File: src/rtl/mmio_initiator.sv
// mmio_initiator: queued read/write/poll commands driven onto the MMIO bus, one response per command.
// Latency: bus strobe 2 cycles after the command handshake, response 1 cycle later; 3 cycles/command.
// Backpressure: cmd_ready drops when the command FIFO is full; FSM holds in RESP until rsp_ready.

// Generic synchronous FIFO with one extra pointer bit to tell full from empty.
module mmio_initiator_fifo #(
  parameter int WIDTH = 8,
  parameter int DEPTH = 4
) (
  input  logic             clk,
  input  logic             reset,
  input  logic             push_i,
  input  logic [WIDTH-1:0] push_dat_i,
  input  logic             pop_i,
  output logic [WIDTH-1:0] head_dat_o,
  output logic             full_o,
  output logic             empty_o
);
  localparam int AW = $clog2(DEPTH);

  logic [WIDTH-1:0] mem_q [DEPTH];
  logic [AW:0]      wr_ptr_q;
  logic [AW:0]      rd_ptr_q;

  assign head_dat_o = mem_q[rd_ptr_q[AW-1:0]];
  assign empty_o    = (wr_ptr_q == rd_ptr_q);
  assign full_o     = (wr_ptr_q[AW] != rd_ptr_q[AW]) &&
                      (wr_ptr_q[AW-1:0] == rd_ptr_q[AW-1:0]);

  // Push and pop are independent, so both may happen in the same cycle.
  always_ff @(posedge clk or posedge reset) begin
    if (reset) begin
      wr_ptr_q <= '0;
      rd_ptr_q <= '0;
      for (int i = 0; i < DEPTH; i++) begin
        mem_q[i] <= '0;
      end
    end else begin
      if (push_i && !full_o) begin
        mem_q[wr_ptr_q[AW-1:0]] <= push_dat_i;
        wr_ptr_q                <= wr_ptr_q + 1'b1;
      end
      if (pop_i && !empty_o) begin
        rd_ptr_q <= rd_ptr_q + 1'b1;
      end
    end
  end
endmodule

module mmio_initiator #(
  parameter int DEPTH      = 4,
  parameter int POLL_LIMIT = 1024
) (
  input  logic        clk,
  input  logic        reset,
  input  logic        cmd_valid,
  output logic        cmd_ready,
  input  logic [1:0]  cmd_op,
  input  logic [31:0] cmd_addr,
  input  logic [31:0] cmd_data,
  input  logic [31:0] cmd_mask,
  output logic        rd,
  output logic        wr,
  output logic [31:0] addr,
  output logic [31:0] wdata,
  input  logic [31:0] rdata,
  output logic        rsp_valid,
  input  logic        rsp_ready,
  output logic [31:0] rsp_data,
  output logic        rsp_err,
  output logic        busy
);
  localparam int CW = $clog2(POLL_LIMIT) + 1;

  localparam logic [1:0] OP_RD   = 2'b00;
  localparam logic [1:0] OP_WR   = 2'b01;
  localparam logic [1:0] OP_POLL = 2'b10;
  localparam logic [1:0] OP_RSVD = 2'b11;

  typedef struct packed {
    logic [1:0]  op;
    logic [31:0] addr;
    logic [31:0] data;
    logic [31:0] mask;
  } cmd_t;

  typedef enum logic [1:0] {S_IDLE, S_ISSUE, S_POLL, S_RESP} state_t;

  state_t         state_q;
  logic [1:0]     work_op_q;
  logic [31:0]    work_data_q;
  logic [31:0]    work_mask_q;
  logic [CW-1:0]  poll_cnt_q;
  logic [CW-1:0]  poll_cnt_d;
  logic           rd_q;
  logic           wr_q;
  logic [31:0]    addr_q;
  logic [31:0]    wdata_q;
  logic           rsp_valid_q;
  logic [31:0]    rsp_data_q;
  logic           rsp_err_q;

  cmd_t           push_cmd;
  cmd_t           head_cmd;
  logic [$bits(cmd_t)-1:0] head_raw;
  logic           fifo_full;
  logic           fifo_empty;
  logic           fifo_pop;
  logic           poll_match;
  logic           poll_last;

  assign push_cmd = '{op: cmd_op, addr: cmd_addr, data: cmd_data, mask: cmd_mask};
  assign head_cmd = cmd_t'(head_raw);

  // The FSM takes the head only from IDLE, so a command occupies the working registers
  // while up to DEPTH more wait in the FIFO.
  assign fifo_pop = (state_q == S_IDLE) && !fifo_empty;

  mmio_initiator_fifo #(
    .WIDTH ($bits(cmd_t)),
    .DEPTH (DEPTH)
  ) u_cmd_fifo (
    .clk        (clk),
    .reset      (reset),
    .push_i     (cmd_valid),
    .push_dat_i (push_cmd),
    .pop_i      (fifo_pop),
    .head_dat_o (head_raw),
    .full_o     (fifo_full),
    .empty_o    (fifo_empty)
  );

  // Poll compare on the combinational read data of the current rd cycle.
  assign poll_match = ((rdata & work_mask_q) == (work_data_q & work_mask_q));
  assign poll_last  = (poll_cnt_q == CW'(POLL_LIMIT - 1));
  assign poll_cnt_d = poll_cnt_q + 1'b1;

  assign cmd_ready = !fifo_full;
  assign rd        = rd_q;
  assign wr        = wr_q;
  assign addr      = addr_q;
  assign wdata     = wdata_q;
  assign rsp_valid = rsp_valid_q;
  assign rsp_data  = rsp_data_q;
  assign rsp_err   = rsp_err_q;
  assign busy      = (state_q != S_IDLE) || !fifo_empty;

  // Command sequencer: all bus and response outputs are registered here, and every exit from
  // a strobe cycle clears addr/wdata so the bus is quiet whenever no strobe is active.
  always_ff @(posedge clk or posedge reset) begin
    if (reset) begin
      state_q     <= S_IDLE;
      work_op_q   <= OP_RD;
      work_data_q <= '0;
      work_mask_q <= '0;
      poll_cnt_q  <= '0;
      rd_q        <= 1'b0;
      wr_q        <= 1'b0;
      addr_q      <= '0;
      wdata_q     <= '0;
      rsp_valid_q <= 1'b0;
      rsp_data_q  <= '0;
      rsp_err_q   <= 1'b0;
    end else begin
      case (state_q)
        S_IDLE: begin
          if (!fifo_empty) begin
            work_op_q   <= head_cmd.op;
            work_data_q <= head_cmd.data;
            work_mask_q <= head_cmd.mask;
            if (head_cmd.op == OP_RSVD) begin
              // Reserved op is answered with an error and never touches the bus.
              state_q     <= S_RESP;
              rsp_valid_q <= 1'b1;
              rsp_data_q  <= '0;
              rsp_err_q   <= 1'b1;
            end else begin
              state_q <= S_ISSUE;
              addr_q  <= head_cmd.addr;
              if (head_cmd.op == OP_WR) begin
                wr_q    <= 1'b1;
                wdata_q <= head_cmd.data;
              end else begin
                rd_q <= 1'b1;
              end
            end
          end
        end

        S_ISSUE: begin
          case (work_op_q)
            OP_WR: begin
              wr_q        <= 1'b0;
              addr_q      <= '0;
              wdata_q     <= '0;
              state_q     <= S_RESP;
              rsp_valid_q <= 1'b1;
              rsp_data_q  <= '0;
              rsp_err_q   <= 1'b0;
            end
            OP_RD: begin
              rd_q        <= 1'b0;
              addr_q      <= '0;
              state_q     <= S_RESP;
              rsp_valid_q <= 1'b1;
              rsp_data_q  <= rdata;
              rsp_err_q   <= 1'b0;
            end
            OP_POLL: begin
              if (poll_match || (POLL_LIMIT == 1)) begin
                rd_q        <= 1'b0;
                addr_q      <= '0;
                state_q     <= S_RESP;
                rsp_valid_q <= 1'b1;
                rsp_data_q  <= rdata;
                rsp_err_q   <= !poll_match;
              end else begin
                // rd stays asserted so the next read follows without a gap.
                poll_cnt_q <= CW'(1);
                state_q    <= S_POLL;
              end
            end
            default: begin
              rd_q        <= 1'b0;
              wr_q        <= 1'b0;
              addr_q      <= '0;
              wdata_q     <= '0;
              state_q     <= S_RESP;
              rsp_valid_q <= 1'b1;
              rsp_data_q  <= '0;
              rsp_err_q   <= 1'b1;
            end
          endcase
        end

        S_POLL: begin
          if (poll_match || poll_last) begin
            // poll_cnt_q counts reads already done, so this read is number poll_cnt_q+1.
            rd_q        <= 1'b0;
            addr_q      <= '0;
            poll_cnt_q  <= '0;
            state_q     <= S_RESP;
            rsp_valid_q <= 1'b1;
            rsp_data_q  <= rdata;
            rsp_err_q   <= !poll_match;
          end else begin
            poll_cnt_q <= poll_cnt_d;
          end
        end

        S_RESP: begin
          if (rsp_ready) begin
            state_q     <= S_IDLE;
            rsp_valid_q <= 1'b0;
            rsp_data_q  <= '0;
            rsp_err_q   <= 1'b0;
          end
        end

        default: begin
          state_q <= S_IDLE;
        end
      endcase
    end
  end
endmodule
File: config.mk
export PLATFORM = sky130hd
export DESIGN_NAME = mmio_initiator
export DESIGN_NICKNAME = d
export VERILOG_FILES = /design/src/rtl/mmio_initiator.sv
export SDC_FILE = /design/constraint.sdc
export NUM_CORES = 1
export LEC_CHECK = 0
export ABC_CLOCK_PERIOD_IN_PS = 21000
export CAP_MARGIN = 25
export CORE_AREA = 2 2 367 187
export CTS_CLUSTER_SIZE = 40
export DETAILED_ROUTE_END_ITERATION = 6
export DIE_AREA = 0 0 369 189
export DONT_BUFFER_PORTS = 1
export GPL_TIMING_DRIVEN = 0
export PLACE_DENSITY_LB_ADDON = 0.05
export RECOVER_POWER = 100
export SLEW_MARGIN = 15
export SYNTH_ARGS = -nofsm -noshare
export SYNTH_HDL_FRONTEND = slang
export SYNTH_HIERARCHICAL = 1
export SYNTH_SLANG_ARGS = --single-unit
File: constraint.sdc
create_clock -name clk -period 21 [get_ports clk]
set_input_delay 4.2 -clock clk [delete_from_list [all_inputs] [get_ports clk]]
set_output_delay 4.2 -clock clk [all_outputs]
set_load 0.01 [all_outputs]
# [Word level (Yosys, flattened, before mapping)]
# Index checks and enable logic that the tools add are counted.
[op_classes] muxes=58 n_eq_ne=24 reduce_logical=25 n_addsub=3 order_cmp=3 n_bitwise=5
[op_table] operator="$mux 32" n=14
[op_table] operator="$bwmux 392" n=1
[op_table] operator="$mux 98" n=3
[op_table] operator="$bmux 98 s2" n=1
[op_table] operator="$demux 98 s2" n=1
[op_table] operator="$pmux 32 s2" n=2
[op_table] operator="$pmux 32 s4" n=1
[op_table] operator="$pmux 32 s3" n=1
[op_table] operator="$and 32x32->32" n=2
[op_table] operator="$mux 11" n=3
[op_table] operator="$eq 32x32->1" n=1
[op_table] operator="$pmux 11 s2" n=1
[op_table] operator="$mux 1" n=19
[op_table] operator="$ne 2x2->1 const B" n=9
[op_table] operator="$reduce_and 5->1" n=3
[op_table] operator="$add 11x1->11 const B" n=1
[op_table] operator="$eq 11x10->1 const B" n=1
[op_table] operator="$eq 2x2->1 const B" n=4
[op_table] operator="$mux 2" n=4
[op_table] operator="$pmux 1 s4" n=2
[op_table] operator="$pmux 2 s4" n=1
[op_table] operator="$reduce_and 7->1" n=1
[op_table] operator="$add 3x1->3 const B" n=2
[op_table] operator="$eq 2x1->1 const B" n=3
[op_table] operator="20 further kinds" n=37
[word_totals] output_inout_bits=102 register_bits=577 in_bits=134 word_cells=136

# [Depth between registers and ports, before layout]
# Gate-level depths: netlist of the first run.
[depth] word_depth=9 depth_mapped=11 mapped_depth_nobuf=9

# [Hierarchy]
# The synthesis of the first run kept the hierarchy.
[modules_own_cells] mod="mmio_initiator_fifo" n_inst=1 seq_area_each_um2=9959.6 area_per_inst_um2=17344.1 cells_each=992
[modules_own_cells] mod="mmio_initiator" n_inst=1 seq_area_each_um2=4479.3 area_per_inst_um2=7721.2 cells_each=743

# [Worst setup path before layout of the first run]
# Ideal clock, no wire load.
[synth_timing] kind="in2reg" startpoint="in rdata[29]" endpoint="reg state_q[1]" cell_stages=8 arrival_ns=5.786 setup_time_ns=0.127 n_path_buf=1 path_slack_ns=15.087 required_ns=20.873 path_cell_list="xor2_1 a22oi_1 nand4_1 nor4_4 buf_4 or2_1 and3_1 mux2_1"
[synth_between] elab_chain_len=5
[synth_lines] element="start: declaration" line="66" rtl="input logic [31:0] rdata,"
[synth_lines] element="$and 32x32->32" line="134" rtl="assign poll_match = ((rdata & work_mask_q) == (work_data_q & work_mask_q));"
[synth_lines] element="$eq 32x32->1" line="134"
[synth_lines] element="$logic_or 1x1->1" line="237" rtl="if (poll_match || poll_last) begin"
[synth_lines] element="$ne 2x2->1 (no line)"
[synth_lines] element="$reduce_and 3->1 (no line)"
[synth_lines] element="end signal: assignment" line="152" rtl="state_q <= S_IDLE;"
[synth_lines] element="end signal: assignment" line="242" rtl="state_q <= S_RESP;"
[synth_lines] element="end signal: assignment" line="253" rtl="state_q <= S_IDLE;"
[synth_lines] element="end: declaration" line="89" rtl="state_t state_q;"
# No other way between the ends.
# A chain may end at the register's enable or synchronous reset.

==> results of run 1 <==
-- cell usage after synthesis, types with 2 or more instances --
library cell  number
a31oi_4            4
mux4_2            98
xor2_1            35
nand2b_1           4
nand3_1            7
a21o_1             3
clkbuf_1          34
xnor2_1            2
mux2_1            71
buf_2             52
buf_1              4
inv_1             13
a21oi_1            7
xnor2_2            2
nor2_1            13
nor3_1             7
o31ai_1            2
o311ai_0           2
buf_6             12
and2_1             3
and3_1             5
buf_4              3
o21ai_0           41
or3_1              3
nand2_1          211
mux2_2           389
nor2b_1            5
dfrtp_1          577
ha_1              11
o21ai_1           74
a22oi_1           16
nand4_1            4
a31oi_1            3
-- through the flow --
stage	utilization (%)	instances	area (µm²)
final	42.0	2740	27900
after global routing	42.0	2739	27900
after CTS	42.5	2739	28200
after detailed placement	39.7	2637	26300
after global placement	39.4	2632	26200
after floorplan	-	1735	25100
-- layer usage --
metal  GRT usage (%)  vias to the layer above
met5               0                        -
met1            31.3                     7749
li1                -                     6367
met3            4.94                       80
met4            4.27                        0
met2            28.7                      246
-- how the worst max path moves through the flow --
| stage | depth (start not counted) | slack, ps | from | endpoint |
|---|---|---|---|---|
| floorplan | 1 | 5730 | reset | u_cmd_fifo/mem_q[0] |
| global placement | 1 | 910 | reset | u_cmd_fifo/mem_q[117] |
| detailed placement | 9 | 14460 | rdata[31] | rsp_data[14] |
| CTS | 4 | 14130 | u_cmd_fifo/rd_ptr_q[1] | busy |
| global route | 3 | 7290 | reset | u_cmd_fifo/mem_q[42] |
| finish | 3 | 9220 | reset | u_cmd_fifo/mem_q[40] |
-- worst reg2reg max path, stage by stage (launching register included) --
cell and delay (ps):
dfrtp_1 400, clkbuf_1 760, xor2_1 440, nor3_1 230
nor2b_1 210, clkbuf_1 290, clkbuf_1 570, clkbuf_1 790
inv_1 150, a31oi_1 230, mux2_2 360
-- layout make-up --
cell class	count	area [µm²]
Buffer	105	414
Sequential cell	577	14400
Timing Repair Buffer	5	42.5
Clock inverter	16	196
Antenna cell	1	2.50
Clock buffer	86	1690
Inverter	15	58.8
Fill cell	6175	38500
Tap cell	897	1120
Multi-Input combinational cell	1038	9920
-- sequential cells by signal (all words and copies together) (netlist names), 3 cells and up --
signal	count
u_cmd_fifo/mem_q	392
addr	32
rsp_data	32
wdata	32
work_data_q	32
work_mask_q	32
poll_cnt_q	11
u_cmd_fifo/rd_ptr_q	3
u_cmd_fifo/wr_ptr_q	3
-- report_power, final --
group | internal [W] | total [W] | switching (W) | leakage (nW)
clock | 0.000600 | 0.00105 | 0.000448 | 0.925
sequential | 0.00165 | 0.00201 | 0.000360 | 7.01
combinational | 0.000971 | 0.00201 | 0.00104 | 3.57
total | 0.00323 | 0.00507 | 0.00185 | 11.5
-- kinds of logic after synthesis --
logic type      Yosys count  share of synthesized area (%)
flops                   577                           57.6
mux                     558                           29.5
simple gates            267                           4.44
compound gates          162                           3.94
buf+inv                 120                           2.46
xor+xnor                 40                           1.53
fa+ha+maj                11                          0.549
==> impl_metrics.yaml, run 1 <==
synth:
  syn_area_mm2: 0.0251
  synthFlopType: "dfrtp_1"
  ys_seq_elements: 577
  synth.area.top_cells: "dfrtp_1 (58%), mux2_2 (17%), mux4_2 (8.8%)"
  synth.avg_cell_area_um2: 14.4
  ys_async_sr_fraction_pct: 100
  synth_seq_area_share_pct: 57.6
  synth_cell_type_count: 51
  yosysTopAreaCellShare_pct: 57.6
  yosys.area.top_type: "dfrtp_1"
  syn_nets: 1880
  yosysWarnings: 6
  synth-edff-count: 0
  synthCells: 1735
timing:
  max_slew_margin_pct: -278
  finalSetupViolations: 0
  finalWorstSetupSlack_ps: 9220
  tightest_slew_ps: 5670
  rsz0062_at_grt: "false"
  fmaxAchievable_mhz: 84.9
  finalHoldViolCount: 0
  finalCritPeriodShare_pct: 56.1
  maxSlewViolCount: 533
  worst_hold_slack_ps: 481
  final.setup.tns_ps: 0
  post-route-min-period_ps: 11780
  fin_worst_skew_ps: 24.9
floorplan:
  core_mm2: 0.0664
  std_cell_rows: 67
  die_h_um: 189
  die_area_mm2: 0.0697
  ioPinCount: 236
  start_util_pct: 37.8
  die_width_um: 369
placed_design:
  post-place-ws_ps: 14460
  io_buffers: 0
  dp_hpwl_um: 50400
  gp_congestion: 0.830
worst_setup_path:
  worstPathRequired_ps: 20700
  r2r_start: "u_cmd_fifo/rd_ptr_q[1]"
  crit_buf_inv: 3
  crit_chain: "clkinvlp_2 -> clkbuf_1 -> clkbuf_1"
  cp-start-kind: "input port"
  end_kind: "asynchronous set/reset pin"
  reg2reg_slack_ps: 16470
  r2r_cells: 10
  cp_common_cell: "clkbuf_1"
  r2r_end: "u_cmd_fifo/rd_ptr_q[1]"
  arrival_ps: 11480
  slowest_stage: "clkbuf_1"
  cpPeakStageDelay_ps: 3220
  crit_fanout: 84
  cp_top_family: "buffers and inverters"
  critPathKind: "in -> async"
routing:
  wl_met3_um: 3840
  drcViolationCount: 0
  avgViaCountPerCell: 5.27
  wl_met2_um: 29400
  wirelength_um: 69500
  wl_met1_um: 35200
  vias: 14442
  detail-route-antenna-nets: 0
  firstDrtPassIters: 5
  highest_layer: "met4"
  wl_per_cell_um: 25.4
  drt_iter0_drc: 1088
run_status:
  outcome: "finished, violations left"
  violations: "capacitance limit, slew limit"
cells_and_area:
  area_growth_pct: 11.2
  final_common_cell: "dfrtp_1"
  nNetsFinal: 1943
  drive_gt1_share_pct: 32.5
  most-common-layout-cells: "dfrtp_1 (577), mux2_2 (389), nand2_1 (211)"
worst_hold_path:
  hp-start: "u_cmd_fifo/mem_q[215]"
  hp-class: "reg -> reg"
  whs_endpoint: "u_cmd_fifo/mem_q[215]"
  whs_path_depth: 1
cts:
  max-clock-path-buffers: 3
  numClockSinks: 577
  cts_setup_buffers: 0
  htreeDepth: 2
  path_clk_slew_ps: 60
  ctsResizeCount: 0
  cts_tree: "built"
  cts_buffers: 56
  cts-root-buf: "clkbuf_16"
  clk_latency_ps: 630
  cts_hold_buf: 0
global_routing:
  overflow: 0
  grt_pass1_vias: 15182
  grt_max_degree: 104
  track_usage_pct: 20.3
  grt_antenna_before_repair: 3
  grt_pass1_wl_um: 105000
power_and_ir_drop:
  peakVddDrop_mv: 0.0760
  p_total_w: 0.00507
  power_density_mw_per_mm2: 182
  leakage_nw: 11.5
flow_run:
  maxCapViolCount: 10
No activity file was read; power rests on OpenSTA's default activity.
==> inputs of run 2 (changes only) <==
--- a/config.mk
+++ b/config.mk
@@ -5,7 +5,7 @@
 export SDC_FILE = /design/constraint.sdc
 export NUM_CORES = 1
 export LEC_CHECK = 0
-export ABC_CLOCK_PERIOD_IN_PS = 21000
+export ABC_CLOCK_PERIOD_IN_PS = 12100
 export CAP_MARGIN = 25
 export CORE_AREA = 2 2 367 187
 export CTS_CLUSTER_SIZE = 40
==> constraint.sdc (replaced) <==
create_clock -name clk -period 12.1 [get_ports clk]
set_input_delay 2.42 -clock clk [delete_from_list [all_inputs] [get_ports clk]]
set_output_delay 2.42 -clock clk [all_outputs]
set_load 0.01 [all_outputs]
==> impl_metrics.yaml, run 2 (synthesized netlist as in run 1, its figures left out) <==
run_status:
  outcome: "finished, violations left"
  violations: "capacitance limit, slew limit"
global_routing:
  grt_antenna_before_repair: 4
  grt_pass1_wl_um: 105000
  grt_pass1_vias: 15261
  grt_max_degree: 96
  overflow: 0
  track_usage_pct: 20.3
cts:
  cts_hold_buf: 0
  cts_setup_buffers: 0
  path_clk_slew_ps: 70
  numClockSinks: 577
  ctsResizeCount: 0
  clk_latency_ps: 640
  max-clock-path-buffers: 3
  cts-root-buf: "clkbuf_16"
  cts_tree: "built"
  htreeDepth: 2
  cts_buffers: 55
placed_design:
  gp_congestion: 0.831
  io_buffers: 0
  dp_hpwl_um: 51200
  dpl.cell_count: 2648
routing:
  firstDrtPassIters: 4
  vias: 14540
  drt_iter0_drc: 860
  wl_met2_um: 29600
  avgViaCountPerCell: 5.29
  drcViolationCount: 0
  highest_layer: "met4"
  wl_per_cell_um: 25.3
  wl_met1_um: 34700
  wl_met3_um: 4070
  wirelength_um: 69600
  detail-route-antenna-nets: 0
cells_and_area:
  drive_gt1_share_pct: 33.0
  regMostFlops: "u_cmd_fifo/mem_q"
  area_growth_pct: 11.9
  stdcell_count: 2750
  nNetsFinal: 1953
  final_common_cell: "dfrtp_1"
  largest_register_ffs: 392
  most-common-layout-cells: "dfrtp_1 (577), mux2_2 (389), nand2_1 (211)"
worst_setup_path:
  cp_common_cell: "clkbuf_1"
  r2r_cells: 10
  crit_cells: 5
  worstPathRequired_ps: 12430
  cp_top_family: "buffers and inverters"
  crit_buf_inv: 5
  crit_chain: "clkinvlp_2 -> clkbuf_1 -> clkbuf_1 -> clkbuf_1 -> clkbuf_1"
  reg2reg_slack_ps: 7710
  end_kind: "asynchronous set/reset pin"
  cp-start-kind: "input port"
  crit_fanout: 32
  cpPeakStageDelay_ps: 1500
  arrival_ps: 7670
  critPathKind: "in -> async"
  slowest_stage: "clkbuf_1"
timing:
  post-route-min-period_ps: 7340
  maxSlewViolCount: 284
  final.setup.tns_ps: 0
  fmaxAchievable_mhz: 136
  tightest_slew_ps: 4560
  rsz0062_at_grt: "false"
  finalSetupViolations: 0
  max_slew_margin_pct: -206
  finalHoldViolCount: 0
  finalCritPeriodShare_pct: 60.7
  fin_worst_skew_ps: 31.0
  worst_hold_slack_ps: 483
power_and_ir_drop:
  leakage_nw: 11.6
  peakVddDrop_mv: 0.122
  power_density_mw_per_mm2: 315
floorplan:
  die_width_um: 369
  die_h_um: 189
  start_util_pct: 37.8
  core_mm2: 0.0664
  die_area_mm2: 0.0697
  ioPinCount: 236
  std_cell_rows: 67
worst_hold_path:
  whs_path_depth: 1
  hp-class: "reg -> reg"
flow_run:
  maxCapViolCount: 10
run 2: worst paths after layout:
kind	startpoint	endpoint
min in group asynchronous	reset	u_cmd_fifo/mem_q[248]
hold reg to reg	u_cmd_fifo/mem_q[176]	u_cmd_fifo/mem_q[176]
hold / removal	u_cmd_fifo/mem_q[176]	u_cmd_fifo/mem_q[176]
max in group clk	u_cmd_fifo/rd_ptr_q[1]	busy
setup reg to reg	u_cmd_fifo/rd_ptr_q[1]	u_cmd_fifo/rd_ptr_q[1]
setup / recovery	reset	u_cmd_fifo/mem_q[295]
run 2: layout make-up:
type | count | area [µm²]
clock inverters | 20 | 248
plain buffers | 105 | 414
well taps | 897 | 1120
diodes | 1 | 2.50
inverters | 15 | 58.8
fillers | 6125 | 38300
multi-input cells | 1038 | 9920
flip-flops and latches | 577 | 14400
clock buffers | 81 | 1690
repair buffers | 16 | 160
run 2: metal layers:
metal	track usage, %	vias up
met4	4.46	0
met3	5.22	83
li1	-	6392
met1	31.0	7776
met5	0	-
met2	28.9	289
run 2: power by group:
part / total [W] / internal [W] / switching (W) / leakage, nW
Sequential: 0.00348 / 0.00287 / 0.000610 / 7.01
Combinational: 0.00351 / 0.00169 / 0.00182 / 3.62
Clock: 0.00185 / 0.00107 / 0.000783 / 0.955
run 2: through the flow:
step                      total power (W)  utilization (%)  setup slack (ps)  area, µm²
after CTS                         0.00908             42.9              6990      28500
after floorplan                   0.00596                -              4320      25100
after global placement            0.00708             39.4              1790      26200
after detailed placement          0.00719             40.0              7380      26500
after global routing              0.00945             42.2              3700      28000
final                             0.00884             42.2              4760      28100
==> inputs of run 3 (changes only) <==
--- a/config.mk
+++ b/config.mk
@@ -5,7 +5,7 @@
 export SDC_FILE = /design/constraint.sdc
 export NUM_CORES = 1
 export LEC_CHECK = 0
-export ABC_CLOCK_PERIOD_IN_PS = 12100
+export ABC_CLOCK_PERIOD_IN_PS = 7600
 export CAP_MARGIN = 25
 export CORE_AREA = 2 2 367 187
 export CTS_CLUSTER_SIZE = 40
==> constraint.sdc (replaced) <==
create_clock -name clk -period 7.6 [get_ports clk]
set_input_delay 1.52 -clock clk [delete_from_list [all_inputs] [get_ports clk]]
set_output_delay 1.52 -clock clk [all_outputs]
set_load 0.01 [all_outputs]
==> impl_metrics.yaml, run 3 (synthesized netlist as in run 1, its figures left out) <==
timing:
  fmaxAchievable_mhz: 194
  worst_hold_slack_ps: 483
  post-route-min-period_ps: 5140
  fin_worst_skew_ps: 28.6
  rsz0062_at_grt: "false"
  finalHoldViolCount: 0
  finalCritPeriodShare_pct: 67.7
  tightest_slew_ps: 4570
  finalSetupViolations: 0
  maxSlewViolCount: 219
  max_slew_margin_pct: -206
floorplan:
  die_h_um: 189
  core_mm2: 0.0664
  die_area_mm2: 0.0697
  die_width_um: 369
  std_cell_rows: 67
  start_util_pct: 37.8
  ioPinCount: 236
cells_and_area:
  largest_register_ffs: 392
  final_common_cell: "dfrtp_1"
  area_growth_pct: 12.1
  most-common-layout-cells: "dfrtp_1 (577), mux2_2 (389), nand2_1 (211)"
  fillers: 6119
  stdcell_count: 2751
  nNetsFinal: 1953
  drive_gt1_share_pct: 33.1
  regMostFlops: "u_cmd_fifo/mem_q"
global_routing:
  grt_antenna_before_repair: 4
  overflow: 0
  track_usage_pct: 20.3
  grt_pass1_wl_um: 105000
  grt_max_degree: 96
  grt_pass1_vias: 15261
power_and_ir_drop:
  peakVddDrop_mv: 0.193
  leakage_nw: 11.6
  power_density_mw_per_mm2: 501
  p_total_w: 0.0141
routing:
  vias: 14583
  detail-route-antenna-nets: 0
  drt_iter0_drc: 846
  wirelength_um: 69600
  drcViolationCount: 0
  wl_per_cell_um: 25.3
  avgViaCountPerCell: 5.30
  firstDrtPassIters: 5
cts:
  ctsResizeCount: 0
  cts_hold_buf: 0
  cts_buffers: 55
  numClockSinks: 577
  cts-root-buf: "clkbuf_16"
  path_clk_slew_ps: 60
  max-clock-path-buffers: 3
  htreeDepth: 2
  cts_setup_buffers: 0
  cts_tree: "built"
  clk_latency_ps: 630
worst_setup_path:
  end_kind: "asynchronous set/reset pin"
  arrival_ps: 5940
  cp-start-kind: "input port"
  worstPathRequired_ps: 8400
  critPathKind: "in -> async"
  crit_fanout: 35
run_status:
  outcome: "finished, violations left"
  violations: "capacitance limit, slew limit"
placed_design:
  gp_congestion: 0.831
  dpl.cell_count: 2648
  dp_hpwl_um: 51200
  io_buffers: 0
flow_run:
  maxCapViolCount: 8
worst_hold_path:
  hp-class: "reg -> reg"
## run 3: report_power, final
part           internal [W]  leakage (nW)  switching, W
clock network       0.00170         0.955       0.00125
logic               0.00270          3.64       0.00289
registers           0.00457          7.01      0.000971
## run 3: path summary, 6_finish.rpt
| check | startpoint | endpoint | slack, ps | cells after the start |
|---|---|---|---|---|
| max | reset | u_cmd_fifo/mem_q[383] | 2460 | 6 |
| min | u_cmd_fifo/mem_q[176] | u_cmd_fifo/mem_q[176] | 480 | 1 |
| max reg2reg | u_cmd_fifo/rd_ptr_q[1] | rsp_data[3] | 3210 | 10 |
| min reg2reg | u_cmd_fifo/mem_q[176] | u_cmd_fifo/mem_q[176] | 480 | 1 |
| max in group clk | u_cmd_fifo/rd_ptr_q[1] | busy | 3100 | 4 |
| min in group asynchronous | reset | u_cmd_fifo/mem_q[248] | 1220 | 2 |
## run 3: final cells by class
class / instances / area [µm²] / area share [%]
antenna: 2 / 5.00 / 0.0178
buffer: 105 / 414 / 1.47
clock buffer: 81 / 1690 / 6.00
clock inverter: 20 / 248 / 0.882
inverter: 15 / 58.8 / 0.209
multi-input combinational: 1038 / 9920 / 35.3
sequential: 577 / 14400 / 51.4
tap: 897 / 1120 / 4.00
timing repair buffer: 16 / 193 / 0.686
## run 3: per-layer routing
| layer | routed length [µm] | GRT usage [%] |
|---|---|---|
| met5 | 0 | 0 |
| met4 | 1200 | 4.46 |
| met3 | 4380 | 5.22 |
| met2 | 29600 | 28.9 |
| met1 | 34400 | 31.0 |
## run 3: worst max-delay path, stage by stage
cell and delay [ps]:
clkinvlp_2 50, clkbuf_1 930, clkbuf_1 1320, clkbuf_1 1470, buf_12 320, buf_12 250
## run 3: metrics by stage
stage	setup WS (ps)	cell area [µm²]	utilization, %	TNS, ps
floorplan	722	25100	-	0
global placement	-1810	26200	39.4	-963980
detailed placement	3500	26500	40.0	0
CTS	3390	28500	42.9	0
global route	1710	28100	42.3	0
finish	2460	28100	42.3	0
